**config.mk**
```make
export PLATFORM = sky130hd
export DESIGN_NAME = dec_6b5b
export DESIGN_NICKNAME = d
export VERILOG_FILES = /design/src/rtl/code_6b5b_pkg.sv /design/src/rtl/dec_6b5b_sym6_classify.sv /design/src/rtl/dec_6b5b.sv
export SDC_FILE = /design/constraint.sdc
export NUM_CORES = 1
export LEC_CHECK = 0
export CORE_MARGIN = 5
export CORE_UTILIZATION = 59
export DETAILED_ROUTE_END_ITERATION = 6
export GPL_TIMING_DRIVEN = 0
export PLACE_DENSITY = 0.91
export SLEW_MARGIN = 20
export SYNTH_ARGS = -nofsm -noshare
export SYNTH_HDL_FRONTEND = slang
export SYNTH_SLANG_ARGS = --single-unit
```
**constraint.sdc**
```tcl
create_clock -name clk -period 5.7 [get_ports clk]
set_input_delay 1.14 -clock clk [delete_from_list [all_inputs] [get_ports clk]]
set_output_delay 1.14 -clock clk [all_outputs]
set_load 0.01 [all_outputs]
```
**src/rtl/code_6b5b_pkg.sv**
```systemverilog
// Shared 5b/6b code tables and running-disparity constants.
// Both the encoder and the decoder index these tables by the 5-bit data value.
package code_6b5b_pkg;

    localparam logic RD_NEG = 1'b0;
    localparam logic RD_POS = 1'b1;

    localparam int NUM_CODES = 32;

    // Column used when the running disparity is negative; bit 5 is the first transmitted bit.
    localparam logic [0:NUM_CODES-1][5:0] CODE_RD_NEG = {
        6'b100111, 6'b011101, 6'b101101, 6'b110001,
        6'b110101, 6'b101001, 6'b011001, 6'b111000,
        6'b111001, 6'b100101, 6'b010101, 6'b110100,
        6'b001101, 6'b101100, 6'b011100, 6'b010111,
        6'b011011, 6'b100011, 6'b010011, 6'b110010,
        6'b001011, 6'b101010, 6'b011010, 6'b111010,
        6'b110011, 6'b100110, 6'b010110, 6'b110110,
        6'b001110, 6'b101110, 6'b011110, 6'b101011
    };

    localparam logic [0:NUM_CODES-1][5:0] CODE_RD_POS = {
        6'b011000, 6'b100010, 6'b010010, 6'b110001,
        6'b001010, 6'b101001, 6'b011001, 6'b000111,
        6'b000110, 6'b100101, 6'b010101, 6'b110100,
        6'b001101, 6'b101100, 6'b011100, 6'b101000,
        6'b100100, 6'b100011, 6'b010011, 6'b110010,
        6'b001011, 6'b101010, 6'b011010, 6'b000101,
        6'b001100, 6'b100110, 6'b010110, 6'b001001,
        6'b001110, 6'b010001, 6'b100001, 6'b010100
    };

    function automatic logic [2:0] sym_weight(input logic [5:0] sym);
        logic [2:0] w;
        w = 3'd0;
        for (int i = 0; i < 6; i++) begin
            w = w + {2'b00, sym[i]};
        end
        return w;
    endfunction

endpackage

```
**src/rtl/dec_6b5b_sym6_classify.sv**
```systemverilog
// Combinational 6b symbol classifier: decodes against both disparity columns
// and derives the error flags and the next running disparity.
module sym6_classify
    import code_6b5b_pkg::*;
(
    input  logic [5:0] in_sym,
    input  logic       rd,
    output logic [4:0] data,
    output logic       code_err,
    output logic       disp_err,
    output logic       next_rd
);

    logic [NUM_CODES-1:0] hit_neg;
    logic [NUM_CODES-1:0] hit_pos;
    logic [2:0]           weight;

    generate
        for (genvar gi = 0; gi < NUM_CODES; gi++) begin : g_match
            assign hit_neg[gi] = (in_sym == CODE_RD_NEG[gi]);
            assign hit_pos[gi] = (in_sym == CODE_RD_POS[gi]);
        end
    endgenerate

    assign weight = sym_weight(in_sym);

    // A symbol found in the "wrong" column still decodes; disparity resyncs to its weight.
    always_comb begin
        data     = 5'd0;
        for (int i = 0; i < NUM_CODES; i++) begin
            if (hit_neg[i] || hit_pos[i]) begin
                data = 5'(i);
            end
        end
        code_err = !((|hit_neg) || (|hit_pos));
        disp_err = !code_err &&
                   !(((rd == RD_NEG) && (|hit_neg)) || ((rd == RD_POS) && (|hit_pos)));
        next_rd  = rd;
        if (!code_err) begin
            if (weight == 3'd4) begin
                next_rd = RD_POS;
            end else if (weight == 3'd2) begin
                next_rd = RD_NEG;
            end
        end
    end

endmodule

```
**src/rtl/dec_6b5b.sv**
```systemverilog
// 6b/5b decoder with valid/ready handshake, running-disparity tracking and a
// saturating error counter. One cycle of latency, full throughput.
module dec_6b5b
    import code_6b5b_pkg::*;
#(
    parameter int ERR_CNT_W = 16
) (
    input  logic                 clk,
    input  logic                 rst_n,
    input  logic                 in_valid,
    output logic                 in_ready,
    input  logic [5:0]           in_sym,
    output logic                 out_valid,
    input  logic                 out_ready,
    output logic [4:0]           out_data,
    output logic                 out_code_err,
    output logic                 out_disp_err,
    output logic                 rd,
    output logic [ERR_CNT_W-1:0] err_cnt,
    input  logic                 err_clr
);

    logic                 out_valid_reg;
    logic [4:0]           out_data_reg;
    logic                 code_err_reg;
    logic                 disp_err_reg;
    logic                 rd_reg;
    logic [ERR_CNT_W-1:0] err_cnt_reg;

    logic [4:0] cls_data;
    logic       cls_code_err;
    logic       cls_disp_err;
    logic       cls_next_rd;
    logic       accept;

    sym6_classify u_classify (
        .in_sym   (in_sym),
        .rd       (rd_reg),
        .data     (cls_data),
        .code_err (cls_code_err),
        .disp_err (cls_disp_err),
        .next_rd  (cls_next_rd)
    );

    assign in_ready = !out_valid_reg || out_ready;
    assign accept   = in_valid && in_ready;

    always_ff @(posedge clk) begin
        if (!rst_n) begin
            out_valid_reg <= 1'b0;
            out_data_reg  <= 5'd0;
            code_err_reg  <= 1'b0;
            disp_err_reg  <= 1'b0;
            rd_reg        <= RD_NEG;
            err_cnt_reg   <= '0;
        end else begin
            if (accept) begin
                out_valid_reg <= 1'b1;
                out_data_reg  <= cls_data;
                code_err_reg  <= cls_code_err;
                disp_err_reg  <= cls_disp_err;
                rd_reg        <= cls_next_rd;
            end else if (out_ready) begin
                out_valid_reg <= 1'b0;
            end
            // Clear wins over a same-cycle increment.
            if (err_clr) begin
                err_cnt_reg <= '0;
            end else if (accept && (cls_code_err || cls_disp_err) && (err_cnt_reg != '1)) begin
                err_cnt_reg <= err_cnt_reg + ERR_CNT_W'(1);
            end
        end
    end

    assign out_valid    = out_valid_reg;
    assign out_data     = out_data_reg;
    assign out_code_err = code_err_reg;
    assign out_disp_err = disp_err_reg;
    assign rd           = rd_reg;
    assign err_cnt      = err_cnt_reg;

endmodule

```
==> metrics, run 1 <==
outcome=finished, final reports clean; Final Skew=0.00356 ns; mapped cell area=2420 µm²; chip width=74.0 µm; drt pass-1 iters=5; synth warn=0; Vias/cell=6.78; ys async rst share=0%; Fin. Hold Viols=0; Mapped Nets=349; worst slew pin tran=0.519 ns; die area=around 5500 µm²; clock sink count=25; RSZ-0062 raised after global routing=no; leakage=~1.0 nW; num rows=23; critical path depth in cells=12; initial core utilization=60.5%; WP buf/inv=4; vias in the first global route=between 2k and 3k; worst stage delay on the critical path=around 0.51 ns; Yosys reg bits=25; initial antenna violation count=0; vias=2835; Root Buffer=clkbuf_8; routability cong.=1.02; Max Fclk=252 MHz; post-synth top area cell=dfxtp_1; initial drt markers=413; Post-synth EDFFs=0; io pins=37; Resize count post-CTS=0; Worst-Skew Late Latency=0.27 ns; Seq/Total Area, Yosys=20.7%; GRT Overall Usage=26.9%; max-cap viol count=0; worst hold path class=reg2reg; Max clock buf depth=2; element type at the critical path end=flop; ANT nets after route=0; nets@finish=roughly 390; Hold Slack=0.486 ns; Syn-to-layout area delta=18.5%; CTS HTree Levels=1; DP Wirelength=5.52 mm; TritonCTS buffer count=3; crit-path cells=clkdlybuf4s50_1, inv_1, ha_1, clkbuf_1, nand2_1, o311ai_1, a32oi_1, nand3_1, o22a_1, buf_6, or4_1, a21oi_1; largest net degree at the start of global routing=14; Final Cycle Share=69.6%; Critical Path Slowest Stage Cell=clkdlybuf4s50_1; crit path max fanout=10; hold-critical path depth=2; Post-Route WL=roughly 7.4 mm; P per Cell Area=161 nW/µm²; Crit path required time=5.90 ns; area share of the largest cell type after synthesis=approximately 21%; # Post-CTS Setup Buffers=0; Die Span Y=74.0 µm; CTS tree=done; CP top delay family=buffers and inverters; Final Max Tran Viols=0; syn_area_per_cell=7.33 µm²; Critical Setup Path Class=in2reg; Gate Count Post-Synth=330; layout cells sized above 1=under 10%; worst rel slew slack=approximately 65%; Ant. Diodes=0; Hold Buf Count CTS=0; core box area=4000 µm²; most instantiated library cell after synthesis=nand2_1; first-pass GRT wire length=11.9 mm; CP startpoint kind=input port; Synth Flop Type=dfxtp_1; crit path time final=3.96 ns; final setup TNS=0 ns; post-DR wirelength/cell=about 18 µm; DRC viols=0; max reg flops=16; power after layout=approximately 0.46 mW; count of cell types in the netlist=64; GR Overflow Total=0; synth top area cells=dfxtp_1, nand2_1, a21oi_1; Critical Path AT=around 4.2 ns; worst vdd ir=0.182 mV; Reg clk slew, reported paths=0.09 ns; Post-synth top cells=nand2_1, a21oi_1, dfxtp_1; port bufs=34; final count of negative-setup-slack endpoints=0; path depth of the worst reg2reg path=8
-- layout by cell type, fill, tap and decap left out, types with 3 or more instances in the layout --
cell	synthesis	layout
nand4b_1	3	3
nor3b_1	4	4
o22ai_1	5	5
nand3_1	13	13
or4_1	12	12
nand2_1	40	40
ha_1	5	5
nor2b_1	5	5
and4_1	3	3
clkbuf_1	12	13
o31ai_1	14	14
dfxtp_1	25	25
clkbuf_8	0	3
nor3_1	4	4
a2bb2oi_1	3	3
a21oi_1	26	26
inv_1	15	15
and3_1	8	8
nand2b_1	8	8
o211ai_1	3	3
mux2i_1	5	5
nor2_1	15	15
buf_2	4	4
o22a_1	3	3
a31oi_1	7	7
o21ai_0	15	15
buf_4	5	5
o2111ai_1	4	4
o221ai_1	3	3
buf_6	3	3
fa_1	3	3
xnor2_1	3	3
nand4_1	6	6
clkdlybuf4s50_1	0	34
or3_1	5	5
and2_1	3	3
-- logic make-up (layout without fill, tap and decap cells) --
kind of cell,count (synthesis),in the layout,share of synthesized area [%]
xor gates and xnor gates,3,3,1.09
adders and majority gates,8,8,5.07
muxes,6,6,2.53
AOI/OAI and AO/OA,108,108,30.4
DFF,25,25,20.7
and+or+nand+nor,138,138,31.6
buffers and inverters,42,80,8.58
-- layer usage --
layer / up-vias / GRT usage (%) / share of wire (%)
met4: 0 / 7.85 / 2.2
met5: - / 0 / 0
met3: 21 / 4.32 / 11
li1: 1316 / - / -
met2: 193 / 40.4 / 44
met1: 1305 / 39.5 / 42
-- final timing paths --
kind,from,to,slack [ns]
max,in_sym[0],err_cnt[12],1.74
min reg2reg,out_disp_err,out_disp_err,0.49
max reg2reg,err_cnt[2],err_cnt[12],3.51
min,out_disp_err,out_disp_err,0.49
-- worst min-delay path, cell delays in order (launching register included) --
cell	delay, ns
dfxtp_1	0.33
nand3_1	0.06
o31ai_1	0.05
-- area by class of cell --
type,instances,area (µm²)
plain buffers,25,144
multi-input cells,263,1710
inverters,17,63.8
repair buffers,34,340
fillers,331,1130
flip-flops and latches,25,500
clock buffers,4,45.0
well taps,50,62.6
-- report_power, final --
part | switching (mW) | internal [mW] | total, mW
Clock | 0.0562 | 0.0501 | 0.106
Sequential | 0.00480 | 0.181 | 0.186
Combinational | 0.103 | 0.0681 | 0.171
-- per-stage QoR --
stage | area [µm²] | setup slack [ns] | utilization, % | cells
finish | 2870 | 1.74 | 71.7 | 418
global route | 2870 | 1.57 | 71.7 | 418
CTS | 2870 | 1.79 | 71.7 | 418
detailed placement | 2820 | 1.53 | 70.6 | 414
global placement | 2820 | 1.57 | 70.6 | 414
floorplan | 2420 | 2.49 | - | 330
Power figures use the tool's default switching activity.
==> run 2: changes to the inputs <==
Settings changed: CORE_UTILIZATION 59 to 55, PLACE_DENSITY 0.91 to 0.86.
Clock period 5.7 ns to 3.9 ns, I/O delays scaled along.
==> run 2 against run 1 <==
- sequential power up 46%
- total power up 47%
- via count down 0.81%
- first-iteration DRC count down 1.9%
- critical path depth unchanged
- clock power increased by 48%
- routed wire length is 0.18% higher
- non-clock buffer count unchanged
- critical endpoint is now err_cnt[3]
==> metrics, run 2 (synthesis results as in run 1) <==
io pins=37 (unchanged); worst vdd ir=0.167 mV (-8.2%); Worst-Skew Late Latency=0.28 ns (about the same); max-cap viol count=0 (unchanged); Vias/cell=6.70 (-1.3%); area of the multi-input gates=1710 µm² (unchanged); initial drt markers=405 (-1.9%); Syn-to-layout area delta=18.6% (about the same); final count of negative-setup-slack endpoints=0 (unchanged); Ant. Diodes=0 (unchanged); Hold Buf Count CTS=0 (unchanged); Reg clk slew, reported paths=0.09 ns (about the same); die area=5830 µm² (+6.3%); crit path time final=3.57 ns; path depth of the worst reg2reg path=7 (-1); Critical Path AT=3.79 ns (-0.37 ns); num rows=24 (+4.3%); post-route insts no fill=420 (+0.48%); Final Max Tran Viols=0 (unchanged); Crit path required time=4.11 ns (-1.79 ns); clock sink count=25 (unchanged); final worst slack=0.326 ns (-1.41 ns); Post-Place Cells=416 (+0.48%); initial core utilization=56.0% (-4.5 points); Fin. Hold Viols=0 (unchanged); Place WS=0.0986 ns (-1.43 ns); nets@finish=388 (unchanged); leading cell type in the layout, fill and taps excluded=nand2_1; Final Skew=0.00566 ns (+0.00211 ns); number of fill cells=409 (+24%); CTS HTree Levels=1 (unchanged); element type at the critical path end=flop; DRC viols=0 (unchanged); power after layout=0.679 mW (+47%); max reg flops=16 (unchanged); crit path max fanout=10 (unchanged); vias in the first global route=2475 (-1.5%); R2R setup slack=1.73 ns (-1.78 ns); routability cong.=0.980 (-3.9%); Root Buffer=clkbuf_8; Post-Route WL=7.42 mm (+0.18%); outcome=finished, final reports clean; chip width=76.3 µm (+3.1%); layout cells sized above 1=7.88% (unchanged); Final Cycle Share=91.6%; Post-Route M1 WL=3.26 mm (+4.3%); leakage=1.02 nW (unchanged); final instance area=2870 µm² (about the same); worst rel slew slack=64.1% (-1.2 points); RSZ-0062 raised after global routing=no; routed length on met2=3.19 mm (-2.7%); ANT nets after route=0 (unchanged); Die Span Y=76.3 µm (+3.1%); Critical Setup Path Class=in2reg; # Post-CTS Setup Buffers=0 (unchanged); drt pass-1 iters=6 (+1); Max clock buf depth=2 (unchanged); Met3 Wirelength=790 µm (-5.5%); commonest non-fill, non-tap cells in the layout=nand2_1, clkdlybuf4s50_1, a21oi_1; final setup TNS=0 ns (unchanged); hold-critical path depth=2 (unchanged); CP startpoint kind=input port; Resize count post-CTS=0 (unchanged); Hold Slack=0.472 ns (-0.0140 ns); initial antenna violation count=0 (unchanged); GR Overflow Total=0 (unchanged); core box area=4320 µm² (+8.1%); largest net degree at the start of global routing=14 (unchanged); P per Cell Area=237 nW/µm² (+47%); register area=500 µm² (unchanged); worst slew pin tran=0.538 ns (+0.0197 ns); Max Used Layer=met4; first-pass GRT wire length=12.3 mm (+3.1%); TritonCTS buffer count=3 (unchanged); fin util=66.4% (-5.3 points); Max Fclk=between 200 and 300 MHz; Area after DPL=2830 µm² (about the same); CTS tree=done; vias=2812 (-0.81%); post-DR wirelength/cell=17.7 µm (-0.30%); worst hold path class=reg2reg; port bufs=34 (unchanged); DP Wirelength=5.61 mm (+1.5%); GRT Overall Usage=25.0% (-1.9 points)
[run 2: cell counts in the layout (fill, tap and decap cells not counted)]
No cell type changed its count.
[run 2: critical path, stage by stage]
cell	delay, ns
clkdlybuf4s50_1	0.50
inv_1	0.08
ha_1	0.23
clkbuf_1	0.26
nand2_1	0.26
o311ai_1	0.14
a32oi_1	0.24
nand3_1	0.17
o22a_1	0.32
buf_6	0.17
or4_1	0.49
a21oi_1	0.15
[run 2: path summary, 6_finish.rpt]
path                                    from      endpoint
worst min register to register  out_code_err  out_code_err
worst min-delay path            out_code_err  out_code_err
worst max register to register     out_valid    err_cnt[3]
worst max-delay path               in_sym[0]    err_cnt[3]
[run 2: cell type report]
cell class,count,share of cell area [%]
multi-input combinational,263,59.6
sequential,25,17.4
timing repair buffer,34,11.9
buffer,25,5.01
tap,52,2.27
inverter,17,2.22
clock buffer,4,1.57
[run 2: power breakdown]
part	leakage [nW]	switching, mW	internal (mW)
Combinational	0.790	0.151	0.0995
Clock	0.0228	0.0839	0.0733
Sequential	0.203	0.00698	0.264
[run 2: per-layer routing]
metal | vias to the layer above | global-route usage [%]
met5 | - | 0
met2 | 162 | 36.2
li1 | 1322 | -
met4 | 0 | 8.04
met3 | 17 | 5.08
met1 | 1311 | 36.7
==> RTL change: new RTL, config.mk and constraints of run 2 <==
Change the package constant `NUM_CODES` from 32 to 64.
--- a/src/rtl/code_6b5b_pkg.sv
+++ b/src/rtl/code_6b5b_pkg.sv
@@ -6,5 +6,5 @@
     localparam logic RD_POS = 1'b1;
 
-    localparam int NUM_CODES = 32;
+    localparam int NUM_CODES = 64;
 
     // Column used when the running disparity is negative; bit 5 is the first transmitted bit.
Behaviour: not the same (Yosys sat finds a counterexample within 4 cycles, from zero or initial values and one cycle with rst_n low).
==> RTL change against run 2 <==
  * Synthesized area shrank 0.10%
  * Setup slack got worse by 0.15 ns
  * Sequential cell count unchanged
  * Final area grew 0.39%
  * Routed wire length grew 1.5%
  * Power shrank 2.4%
  * Core utilization grew 0.73 points
  * Critical path depth rose by 1
  * Highest routed layer unchanged
==> RTL change: results <==
[critical_path]
crit_path_max_incr_delay_ns = 0.50
startpoint = in_sym[1]
worst_path_max_delay_cell = clkdlybuf4s50_1
endpoint = err_cnt[2]$_SDFFE_PP0P_
reg2reg_depth = 8
r2r_setup_slack_ns = 1.59
crit_fanout = 10
worst_ep_arrival_time_ns = 3.86
reg2reg_to = err_cnt[0]$_SDFFE_PP0P_
timing.rr.start = err_cnt[4]$_SDFFE_PP0P_

[min_path]
min_from = err_cnt[7]$_SDFFE_PP0P_
whs_path_depth = 2
worstHoldEndpoint = err_cnt[7]$_SDFFE_PP0P_
hp-class = flop to flop

[clock_tree]
post_cts_buffers = 0
root_buffer = clkbuf_8
post_cts_resize_count = 0
htree_num_levels = 1
cts.clk_slew.worst_paths_ns = 0.09
cts.path.max_buffers = 2
numCtsBuffers = 3
clkLatencyLatePin_ns = 0.27

[timing]
hold_ws_ns = 0.5002
slew_headroom = 0.6101
fin_skew_ns = 0.008172

[global_route]
grt_max_degree = 16
grt_pass1_wl_microns = 12620
grt_pass1_vias = 2597
antenna_found_initial = 0
grt_use_total = 0.2533

[placed_design]
place_area_sq_um = 2833
hpwlAfterDp_microns = 5741
gp_congestion = 1.037
port-buffer-count = 35

[yosys]
synth_flop_cell = dfxtp_1
synth_warnings = 0
yosysSeqAreaShare = 0.2070
synth_area_leaders = dfxtp_1, nand3_1, nand2_1
async_flop_share = 0
synthTopCellsByCount = nand2_1, dfxtp_1, nand3_1, a21oi_1, o21ai_0
synth.distinct_cells = 64
synth_nets = 355

[detailed_routing]
drtIter0Drc = 369
wire_per_inst_microns = 17.63
firstDrtPassIters = 5
vias_per_cell = 6.789

[cells_and_area]
diodes = 0
largest_reg_flops = 16
drive_above_1_share = 0.05600
num-nets-final = 395

[power_and_ir_drop]
p_leak_nw = 1.019
swShare = 0.3494
vdd_ir_drop_max_mv = 0.1991

[status]
status = complete, no violations
-- RTL change: worst max-delay path: cells and delay by family --
family | cells | cell delay (ns)
AOI/OAI and AO/OA | 5 | 1.34
buffers and inverters | 5 | 1.14
adders and majority gates | 1 | 0.17
and+or+nand+nor | 2 | 0.42
-- RTL change: logic make-up (layout without fill, tap and decap cells) --
logic type      count (synthesis)  count (layout)  synth area share
compound gates                118             118            0.3297
xor+xnor                        3               3           0.01087
fa+ha+maj                       8               8           0.05073
buf+inv                        40              79           0.07195
flops                          25              25            0.2070
mux                             7               7           0.02950
simple gates                  135             135            0.3002
-- RTL change: cell type report --
class	instances	area (sq um)
repair buffers	35	350.3
well taps	52	65.06
fillers	389	1413
clock buffers	3	41.29
flip-flops and latches	25	500.5
inverters	13	48.80
multi-input cells	271	1743
plain buffers	27	125.1
clock inverters	1	7.507
-- RTL change: stage by stage --
stage,util,worst slack [ns],cells
6_report,0.6710,0.1768,427
5_1_grt,0.6710,0.008193,427
4_1_cts,0.6710,0.1906,427
3_5_place_dp,0.6597,-0.09686,423
3_3_place_gp,0.6597,-0.04626,423
2_1_floorplan,-,0.5462,336
-- RTL change: power by group through the flow --
stage          Clock (W)  Sequential, W  Combinational [W]
2_1_floorplan          0       0.000279           0.000151
3_3_place_gp           0       0.000275           0.000225
3_5_place_dp           0       0.000275           0.000228
4_1_cts         0.000163       0.000270           0.000229
5_1_grt         0.000177       0.000271           0.000256
6_report        0.000158       0.000270           0.000235
-- RTL change: routing by layer --
metal | part of all wire | track usage | wire length [microns] | up-vias
met3 | 0.098 | 0.04492 | 740 | 23
met5 | 0 | 0 | 0 | -
met1 | 0.43 | 0.3582 | 3222 | 1355
li1 | - | - | - | 1343
met4 | 0.021 | 0.06643 | 155 | 0
met2 | 0.45 | 0.3955 | 3413 | 178
